$ cat src/rtl/nx_im_capture_tap.sv
// rtl/nx_im_capture_tap.sv - passive stream tap that frames snooped beats into monitor words
// Never stalls the observed bus; overflow drops beats and a synthetic eob word closes the frame.
module nx_im_capture_tap #(
    parameter  int N_TAP_BITS = 24,
    parameter  int N_SEQ_BITS = 6,
    parameter  int N_MAX_BITS = 8,
    localparam int IM_W       = N_TAP_BITS + N_SEQ_BITS + 2
) (
    input  logic                  clk,
    input  logic                  rst,
    input  logic                  cfg_enable,
    input  logic                  cfg_single_shot,
    input  logic                  cfg_rearm,
    input  logic [N_MAX_BITS-1:0] cfg_max_words,
    input  logic                  tap_vld,
    input  logic                  tap_rdy,
    input  logic [N_TAP_BITS-1:0] tap_dat,
    input  logic                  tap_eop,
    output logic [IM_W-1:0]       im_din,
    output logic                  im_vld,
    input  logic                  im_rdy,
    output logic [1:0]            stat_state,
    output logic [15:0]           stat_frames,
    output logic [15:0]           stat_drops
);

    localparam logic [1:0] ST_IDLE = 2'd0;
    localparam logic [1:0] ST_CAP  = 2'd1;
    localparam logic [1:0] ST_DROP = 2'd2;
    localparam logic [1:0] ST_DONE = 2'd3;

    logic [1:0]            state_q, state_d;
    logic                  sof_q;
    logic                  pend_q, pend_d;
    logic                  cnt_drops_q, cnt_drops_d;
    logic [N_SEQ_BITS-1:0] seq_q;
    logic [N_MAX_BITS-1:0] wc_q, wc_d, wc_inc;

    logic [IM_W-1:0]       buf_q [2];
    logic                  rd_ptr_q, wr_ptr_q;
    logic [1:0]            count_q;

    logic                  beat, pop, can_push, take, trunc_hit;
    logic                  push, push_eob, push_trunc, drop_inc;
    logic [N_TAP_BITS-1:0] push_data;
    logic [1:0]            close_state;

    assign beat        = tap_vld & tap_rdy;
    assign im_vld      = (count_q != 2'd0);
    assign im_din      = im_vld ? buf_q[rd_ptr_q] : '0;
    assign pop         = im_vld & im_rdy;
    assign can_push    = (count_q != 2'd2) | pop;
    assign close_state = cfg_single_shot ? ST_DONE : ST_IDLE;
    assign stat_state  = state_q;

    // Word count saturates so an unlimited frame can never alias onto a later limit.
    assign wc_inc    = (state_q == ST_IDLE) ? N_MAX_BITS'(1)
                     : ((wc_q == '1) ? wc_q : wc_q + 1'b1);
    assign trunc_hit = (cfg_max_words != '0) && (wc_inc == cfg_max_words) && !tap_eop;
    assign take      = beat && (((state_q == ST_IDLE) && sof_q && cfg_enable) || (state_q == ST_CAP));

    always_comb begin
        state_d     = state_q;
        pend_d      = pend_q;
        cnt_drops_d = cnt_drops_q;
        wc_d        = wc_q;
        push        = 1'b0;
        push_eob    = 1'b0;
        push_trunc  = 1'b0;
        push_data   = '0;
        drop_inc    = 1'b0;

        if (pend_q && can_push) begin
            push       = 1'b1;
            push_eob   = 1'b1;
            push_trunc = 1'b1;
            pend_d     = 1'b0;
        end

        if (take) begin
            if (pend_q || !can_push) begin
                // Only a frame that already emitted words needs a synthetic close.
                drop_inc    = 1'b1;
                cnt_drops_d = 1'b1;
                if (state_q == ST_CAP) begin
                    pend_d = 1'b1;
                end
                state_d = tap_eop ? close_state : ST_DROP;
            end else begin
                push        = 1'b1;
                push_eob    = tap_eop | trunc_hit;
                push_trunc  = trunc_hit;
                push_data   = tap_dat;
                wc_d        = wc_inc;
                cnt_drops_d = 1'b0;
                state_d     = tap_eop ? close_state : (trunc_hit ? ST_DROP : ST_CAP);
            end
        end else if ((state_q == ST_DROP) && beat) begin
            drop_inc = cnt_drops_q;
            if (tap_eop) begin
                state_d = close_state;
            end
        end else if ((state_q == ST_DONE) && cfg_rearm) begin
            state_d = ST_IDLE;
        end
    end

    always_ff @(posedge clk) begin
        if (rst) begin
            state_q     <= ST_IDLE;
            sof_q       <= 1'b1;
            pend_q      <= 1'b0;
            cnt_drops_q <= 1'b0;
            seq_q       <= '0;
            wc_q        <= '0;
            buf_q[0]    <= '0;
            buf_q[1]    <= '0;
            rd_ptr_q    <= 1'b0;
            wr_ptr_q    <= 1'b0;
            count_q     <= 2'd0;
            stat_frames <= 16'd0;
            stat_drops  <= 16'd0;
        end else begin
            state_q     <= state_d;
            pend_q      <= pend_d;
            cnt_drops_q <= cnt_drops_d;
            wc_q        <= wc_d;
            if (beat) begin
                sof_q <= tap_eop;
            end
            if (push) begin
                buf_q[wr_ptr_q] <= {push_eob, push_trunc, seq_q, push_data};
                wr_ptr_q        <= ~wr_ptr_q;
            end
            if (pop) begin
                rd_ptr_q <= ~rd_ptr_q;
            end
            count_q <= count_q + 2'(push) - 2'(pop);
            if (push && push_eob) begin
                seq_q <= seq_q + 1'b1;
                if (stat_frames != 16'hFFFF) begin
                    stat_frames <= stat_frames + 16'd1;
                end
            end
            if (drop_inc && (stat_drops != 16'hFFFF)) begin
                stat_drops <= stat_drops + 16'd1;
            end
        end
    end

endmodule

$ cat config.mk
export PLATFORM = sky130hd
export DESIGN_NAME = nx_im_capture_tap
export DESIGN_NICKNAME = d
export VERILOG_FILES = /design/src/rtl/nx_im_capture_tap.sv
export SDC_FILE = /design/constraint.sdc
export NUM_CORES = 1
export LEC_CHECK = 0
export CAP_MARGIN = 40
export CORE_MARGIN = 1.5
export CORE_UTILIZATION = 50
export DETAILED_ROUTE_END_ITERATION = 10
export GPL_ROUTABILITY_DRIVEN = 0
export GPL_TIMING_DRIVEN = 1
export HOLD_SLACK_MARGIN = 0.03
export PLACE_DENSITY = 0.88
export SLEW_MARGIN = 20
export SYNTH_ARGS = -nofsm -noshare
export SYNTH_HDL_FRONTEND = slang
export SYNTH_SLANG_ARGS = --single-unit
$ cat constraint.sdc
create_clock -name clk -period 5 [get_ports clk]
set_input_delay 1 -clock clk [delete_from_list [all_inputs] [get_ports clk]]
set_output_delay 1 -clock clk [all_outputs]
set_load 0.01 [all_outputs]
==> metrics, run 1 <==
clock tree buffer depth 2; Worst Setup Start Kind input pin; Worst R2R Path Depth 11; complex-gate fraction of the synthesized area between 8 and 9%; critical path peak fanout 21; P per Cell Area 375 nW/um^2; Initial Util 51.9%; max-slew violation total from the final report 0; fraction of the yosys area taken by sequential cells between 50% and 60%; GRT Resource Usage Total a little under a quarter; HP Start cnt_drops_q$_SDFFE_PP0P_; VDD IR-drop max roughly 0.24 mV; slew margin rel. between 50% and 60%; Ports ~110; WL per Instance 16.4 microns; Slew @ Worst Pin between 0.6 and 0.7 ns; post-route cell area between 7000 and 8000 sq um; mux cell area share after synthesis 7.57%; average vias per placed instance 5.78; layout cells sized above 1 7.65%; hold buffer count at cts 0; Hold Violations, Final 0; DRT iter0 DRCs ~510; die area between 10000 and 15000 sq um; crit path capture type flip-flop; setup bufs post-CTS 0; Critical R2R Capture stat_frames[9]$_SDFFE_PP0P_; total congestion overflow 0; failing checks design-rule violations; Post-synth ARST share 0%; Final setup viols 0; Max Fclk about 270 MHz; min Tclk post-route 3.74 ns; ys flop type edfxtp_1; Final nets roughly 770; RSZ-0062 raised after global routing no; Netlist cell types 62; Reg clk slew, reported paths roughly 0.05 ns; Synth Area in XOR/XNOR around 3.4%; CTS tree done; Syn Inst Count between 600 and 700; HP Class reg -> reg; largest family of logic cells by synthesized area simple AND/OR/NAND/NOR gates; reg2reg setup slack about 1.3 ns; global-route wire length before repair roughly 24000 microns; WS Path Type in -> reg; flop and latch count out of synthesis 120; arrival time worst endpoint approximately 4.1 ns; post-synthesis net count between 600 and 700; DRT Wirelength 14400 microns; LEAKAGE 0.00263 uW; Clock Sink Count 120; post-CTS resize count 0; vias in the first global route 5002; Max Clock Skew 0.00866 ns; fraction of the mapped netlist area in simple logic gates roughly a quarter; CTS root buffer clkbuf_16; synthesized area ~6000 sq um; worst r2r src wc_q[1]$_SDFFE_PP0P_; pin count of the biggest net entering global routing 46; htree depth 4; vias after detailed routing slightly above 5k; Inserted Diodes 0; Synth Area in Adders 1.25%; Chip Width between 100 and 150 microns; worst path required time about 5.3 ns; Max Cap Violations 0; Final HPWL DP ~9500 microns; Hold EP cnt_drops_q$_SDFFE_PP0P_; num rows 39; total CTS buffers 17; Fin Setup TNS 0 ns; Tcrit/Tclk final between 70% and 80%; status finished, violations left; final antenna-violating net count 0; number of synthesized flops with an enable pin between 60 and 70; I/O Buffers around 110; DRC viols 10; Die Y ~110 microns; drt pass-1 iters 9; worst skew pair latency 0.41 ns; Core ar. roughly 12000 sq um; placed instance area 7160 sq um; Layout area overhead 28.6%; worst hold path depth 2; Yosys warning count 0; initial antenna violation count 0; syn avg cell area roughly 9.6 sq um
critical path, stage by stage:
cell and delay, ns:
clkdlybuf4s50_1 0.46, nor3_1 0.29, o2bb2ai_1 0.13, a211oi_2 0.15, nand4_1 0.12, or4_4 0.45
o31a_1 0.41, buf_8 0.21, buf_4 0.17, or4_1 0.52, a21oi_1 0.17
layout by cell type (no fill, tap or decap), types with 7 or more instances in the layout:
| master | n |
|---|---|
| a21oi_1 | 35 |
| and2_1 | 16 |
| and3_1 | 7 |
| buf_4 | 9 |
| clkbuf_16 | 17 |
| clkdlybuf4s50_1 | 106 |
| dfxtp_1 | 55 |
| edfxtp_1 | 64 |
| inv_1 | 13 |
| mux2i_1 | 36 |
| nand2_1 | 51 |
| nand3_1 | 22 |
| nand4_1 | 11 |
| nor2_1 | 124 |
| nor3_1 | 13 |
| o31ai_1 | 8 |
| or4_1 | 9 |
| xnor2_1 | 9 |
| xor2_1 | 14 |
Yosys cell counts (7+ instances only):
library cell,n,share of area [%]
a21oi_1,35,2.9
and2_1,16,1.7
and3_1,7,0.73
buf_6,8,1.5
clkbuf_1,24,1.5
dfxtp_1,56,19
edfxtp_1,64,32
inv_1,13,0.81
mux2i_1,36,6.0
nand2_1,51,3.2
nand3_1,22,1.8
nand4_1,11,1.1
nor2_1,125,7.8
nor3_1,14,1.2
o21ai_0,7,0.58
o31ai_1,8,1.0
or4_1,9,1.1
xnor2_1,9,1.3
xor2_1,14,2.0
power by group:
group | switching (uW) | total (uW) | internal [uW] | leakage, uW
Clock | 419 | 1130 | 715 | 0.000260
Sequential | 48.9 | 1130 | 1080 | 0.00112
Combinational | 316 | 630 | 314 | 0.00125
Total | 784 | 2900 | 2110 | 0.00263
area by class of cell:
type	instances	area (sq um)
clock buffer	18	429
clock inverter	13	113
fill	840	3840
inverter	13	48.8
multi-input combinational	448	2700
sequential	120	3040
tap	143	179
timing repair buffer	120	1210
state kept, by name, summed over array words and instances, names as in the netlist, named ones only:
signal,flops
buf_q,64
cnt_drops_q,1
count_q,2
pend_q,1
rd_ptr_q,1
seq_q,6
sof_q,1
stat_drops,16
stat_frames,16
stat_state,2
wc_q,8
wr_ptr_q,1
how the worst max path moves through the flow:
stage                           startpoint                          end  slack (ns)  cells after the start
after floorplan                 cfg_enable    buf_q[0][0]$_SDFFCE_PN0P_        0.52                      4
after global routing      cfg_max_words[3]  stat_frames[9]$_SDFFE_PP0P_        1.14                     11
final                     cfg_max_words[3]  stat_frames[9]$_SDFFE_PP0P_        1.26                     11
after CTS                 cfg_max_words[3]  stat_frames[9]$_SDFFE_PP0P_        1.26                     11
after global placement    cfg_max_words[3]  stat_frames[9]$_SDFFE_PP0P_        0.88                     10
after detailed placement  cfg_max_words[3]  stat_frames[7]$_SDFFE_PP0P_        0.87                     11
routing by layer:
layer / global-route usage, % / wire length (microns)
met1: 27.5 / 5900
met3: 7.61 / 1140
met2: 40.4 / 7080
met5: 0 / 0
met4: 7.17 / 233
kinds of logic (layout without fill, tap and decap cells):
family                   Yosys count  in the layout
AO/OA/AOI/OAI                     83             83
XOR/XNOR                          23             23
adder cells (fa/ha/maj)            6              6
buffers and inverters             56            164
flip-flops                       120            120
multiplexers                      44             44
AND/OR/NAND/NOR                  292            292
through the flow:
step           std cells  total power [uW]  worst slack [ns]  hold slack [ns]  util, %
2_1_floorplan        624              1480             0.518            0.455        -
3_3_place_gp         840              1740             0.876            0.475     61.4
3_5_place_dp         843              1780             0.869            0.496     61.9
4_1_cts              874              2910              1.26            0.506     66.6
5_1_grt              875              3010              1.14            0.543     66.8
6_report             875              2900              1.26            0.507     66.8
Note: power is estimated with default switching activity, not from simulation.
==> run 2: changes to the inputs <==
- clock period: 5 -> 3.7 ns (I/O delays scaled with it)
==> run 2 against run 1 <==
Net effect:
- the flow still finishes with violations (design-rule violations)
- die area unchanged
- total power increased by 42%
- worst setup slack got worse by 0.99 ns
- cell count unchanged
- clock skew increased by 0.0019 ns
- utilization increased by 0.63 points
==> metrics, run 2 (synthesized netlist as in run 1, its figures left out) <==
I/O Buffers 107 (unchanged); footprint of the multi-input gates 2710 sq um (+0.28%); Inserted Diodes 0 (unchanged); Buf+Inv Stages, Crit Path 1 (-2); register area 3040 sq um (unchanged); layout cells sized above 1 7.92% (+0.27 points); status finished, violations left; largest register by flop count buf_q; P per Cell Area 527 nW/um^2 (+40%); Fill cells 852 (+1.4%); drt pass-1 iters 9 (unchanged); Final HPWL DP 9550 microns (+0.78%); Hold Violations, Final 0 (unchanged); vias after detailed routing 4983 (-1.5%); Tcrit/Tclk final 92.7%; worst path required time 3.99 ns (-1.34 ns); Final nets 767 (unchanged); Worst Setup Start Kind flip-flop; global-route wire length before repair 23700 microns (+0.38%); most common cell after layout, fill and taps aside nor2_1; critical path's top delay family simple AND/OR/NAND/NOR gates; vias in the first global route 5006 (+0.080%); num rows 39 (unchanged); DRT iter0 DRCs 438 (-14%); slew margin rel. 49.9% (-6.3 points); hold buffer count at cts 0 (unchanged); Max stage delay cell, worst path or4_4; Die Y 113 microns (unchanged); Finished Layout Cells 875 (unchanged); Ports 108 (unchanged); LEAKAGE 0.00267 uW (+1.5%); failing checks design-rule violations; arrival time worst endpoint 3.71 ns (-0.37 ns); HP Class reg -> reg; DRT Wirelength 14500 microns (+1.3%); final antenna-violating net count 0 (unchanged); Final setup viols 0 (unchanged); Worst path max stage delay 0.55 ns (+0.03 ns); CTS root buffer clkbuf_16; Initial Util 51.9% (unchanged); Max Cap Violations 0 (unchanged); Slew @ Worst Pin 0.747 ns (+0.0926 ns); max reg flops 64 (unchanged); post-CTS resize count 0 (unchanged); Cells after DPL 844 (+0.12%); Fin Setup TNS 0 ns (unchanged); GRT Resource Usage Total 23.3% (+0.056 points); Reg clk slew, reported paths 0.05 ns (about the same); total congestion overflow 0 (unchanged); CTS tree done; WS Path Type reg -> reg; critical path peak fanout 37 (+76%); pin count of the biggest net entering global routing 63 (+37%); average vias per placed instance 5.69 (-1.5%); WL per Instance 16.6 microns (+1.3%); VDD IR-drop max 0.322 mV (+35%); worst skew pair latency 0.41 ns (about the same); max-slew violation total from the final report 0 (unchanged); Largest regs buf_q: 64 flops, stat_drops: 16 flops, stat_frames: 16 flops; Clock Sink Count 120 (unchanged); Core ar. 11600 sq um (unchanged); Chip Width 113 microns (unchanged); total CTS buffers 17 (unchanged); Max Fclk slightly below 300 MHz; die area 12700 sq um (unchanged); DRC viols 10 (unchanged); Layout area overhead 29.8%; htree depth 4 (unchanged); final core utilization 67.4% (+0.63 points); min Tclk post-route about 3.4 ns; Setup WS pre-CTS 0.0784 ns (-0.791 ns); Final Worst Setup Slack 0.272 ns (-0.986 ns); crit path capture type flip-flop; initial antenna violation count 0 (unchanged); most frequent cells in the layout nor2_1, clkdlybuf4s50_1, edfxtp_1, dfxtp_1, nand2_1; clock tree buffer depth 2 (unchanged); cells along the critical path ha_1 -> and3_4 -> nor2_4 -> a21oi_1 -> mux2_4 -> or4_4 -> o31a_1 -> buf_12 -> nor3_1 -> mux2_1; setup bufs post-CTS 0 (unchanged); Max Clock Skew 0.0106 ns (+0.00192 ns); RSZ-0062 raised after global routing no
## run 2: changes by cell type in the layout (fill, tap and decap cells not counted)
| cell | delta |
|---|---|
| clkbuf_1 | +3 |
| o21ai_2 | -1 |
| buf_4 | +2 |
| bufinv_16 | +3 |
| clkinv_1 | -5 |
| o21ai_4 | +1 |
| buf_8 | -3 |
| buf_12 | +1 |
| clkinvlp_4 | -1 |
## run 2: per-layer routing
layer / track usage (%) / vias to the layer above / share of wire (%)
met4: 9.11 / 0 / 1.5
met2: 39.8 / 207 / 50
met1: 28.0 / 2351 / 41
met3: 6.64 / 24 / 7.6
li1: - / 2401 / -
met5: 0 / - / 0
## run 2: worst min-delay path: cells and delay by family (launching register included)
family	cells	cell delay (ns)
compound gates	1	0.07
flops	1	0.33
simple gates	1	0.05
## run 2: cell type report
type / count / area share, %
tap: 143 / 2.30
timing repair buffer: 120 / 15.4
sequential: 120 / 39.1
clock inverter: 10 / 2.26
clock buffer: 21 / 5.65
inverter: 13 / 0.626
multi-input combinational: 448 / 34.7
## run 2: worst paths after layout
kind	start	to	slack, ns	depth (start not counted)
min reg2reg	sof_q$_SDFFE_PP1P_	sof_q$_SDFFE_PP1P_	0.49	2
max reg2reg	wc_q[1]$_SDFFE_PP0P_	stat_frames[8]$_SDFFE_PP0P_	0.27	10
max	wc_q[1]$_SDFFE_PP0P_	stat_frames[8]$_SDFFE_PP0P_	0.27	10
min	sof_q$_SDFFE_PP1P_	sof_q$_SDFFE_PP1P_	0.49	2
## run 2: report_power, final
| part | switching (uW) | internal [uW] |
|---|---|---|
| clock network | 559 | 1180 |
| logic | 419 | 411 |
| registers | 67.7 | 1460 |
## run 2: through the flow
step	hold WS, ns	power, uW	instance area (sq um)
after global placement	0.469	2360	7150
after detailed placement	0.481	2390	7180
final	0.491	4100	7790
after floorplan	0.455	2000	6000
after global routing	0.504	4250	7790
after CTS	0.492	4130	7790
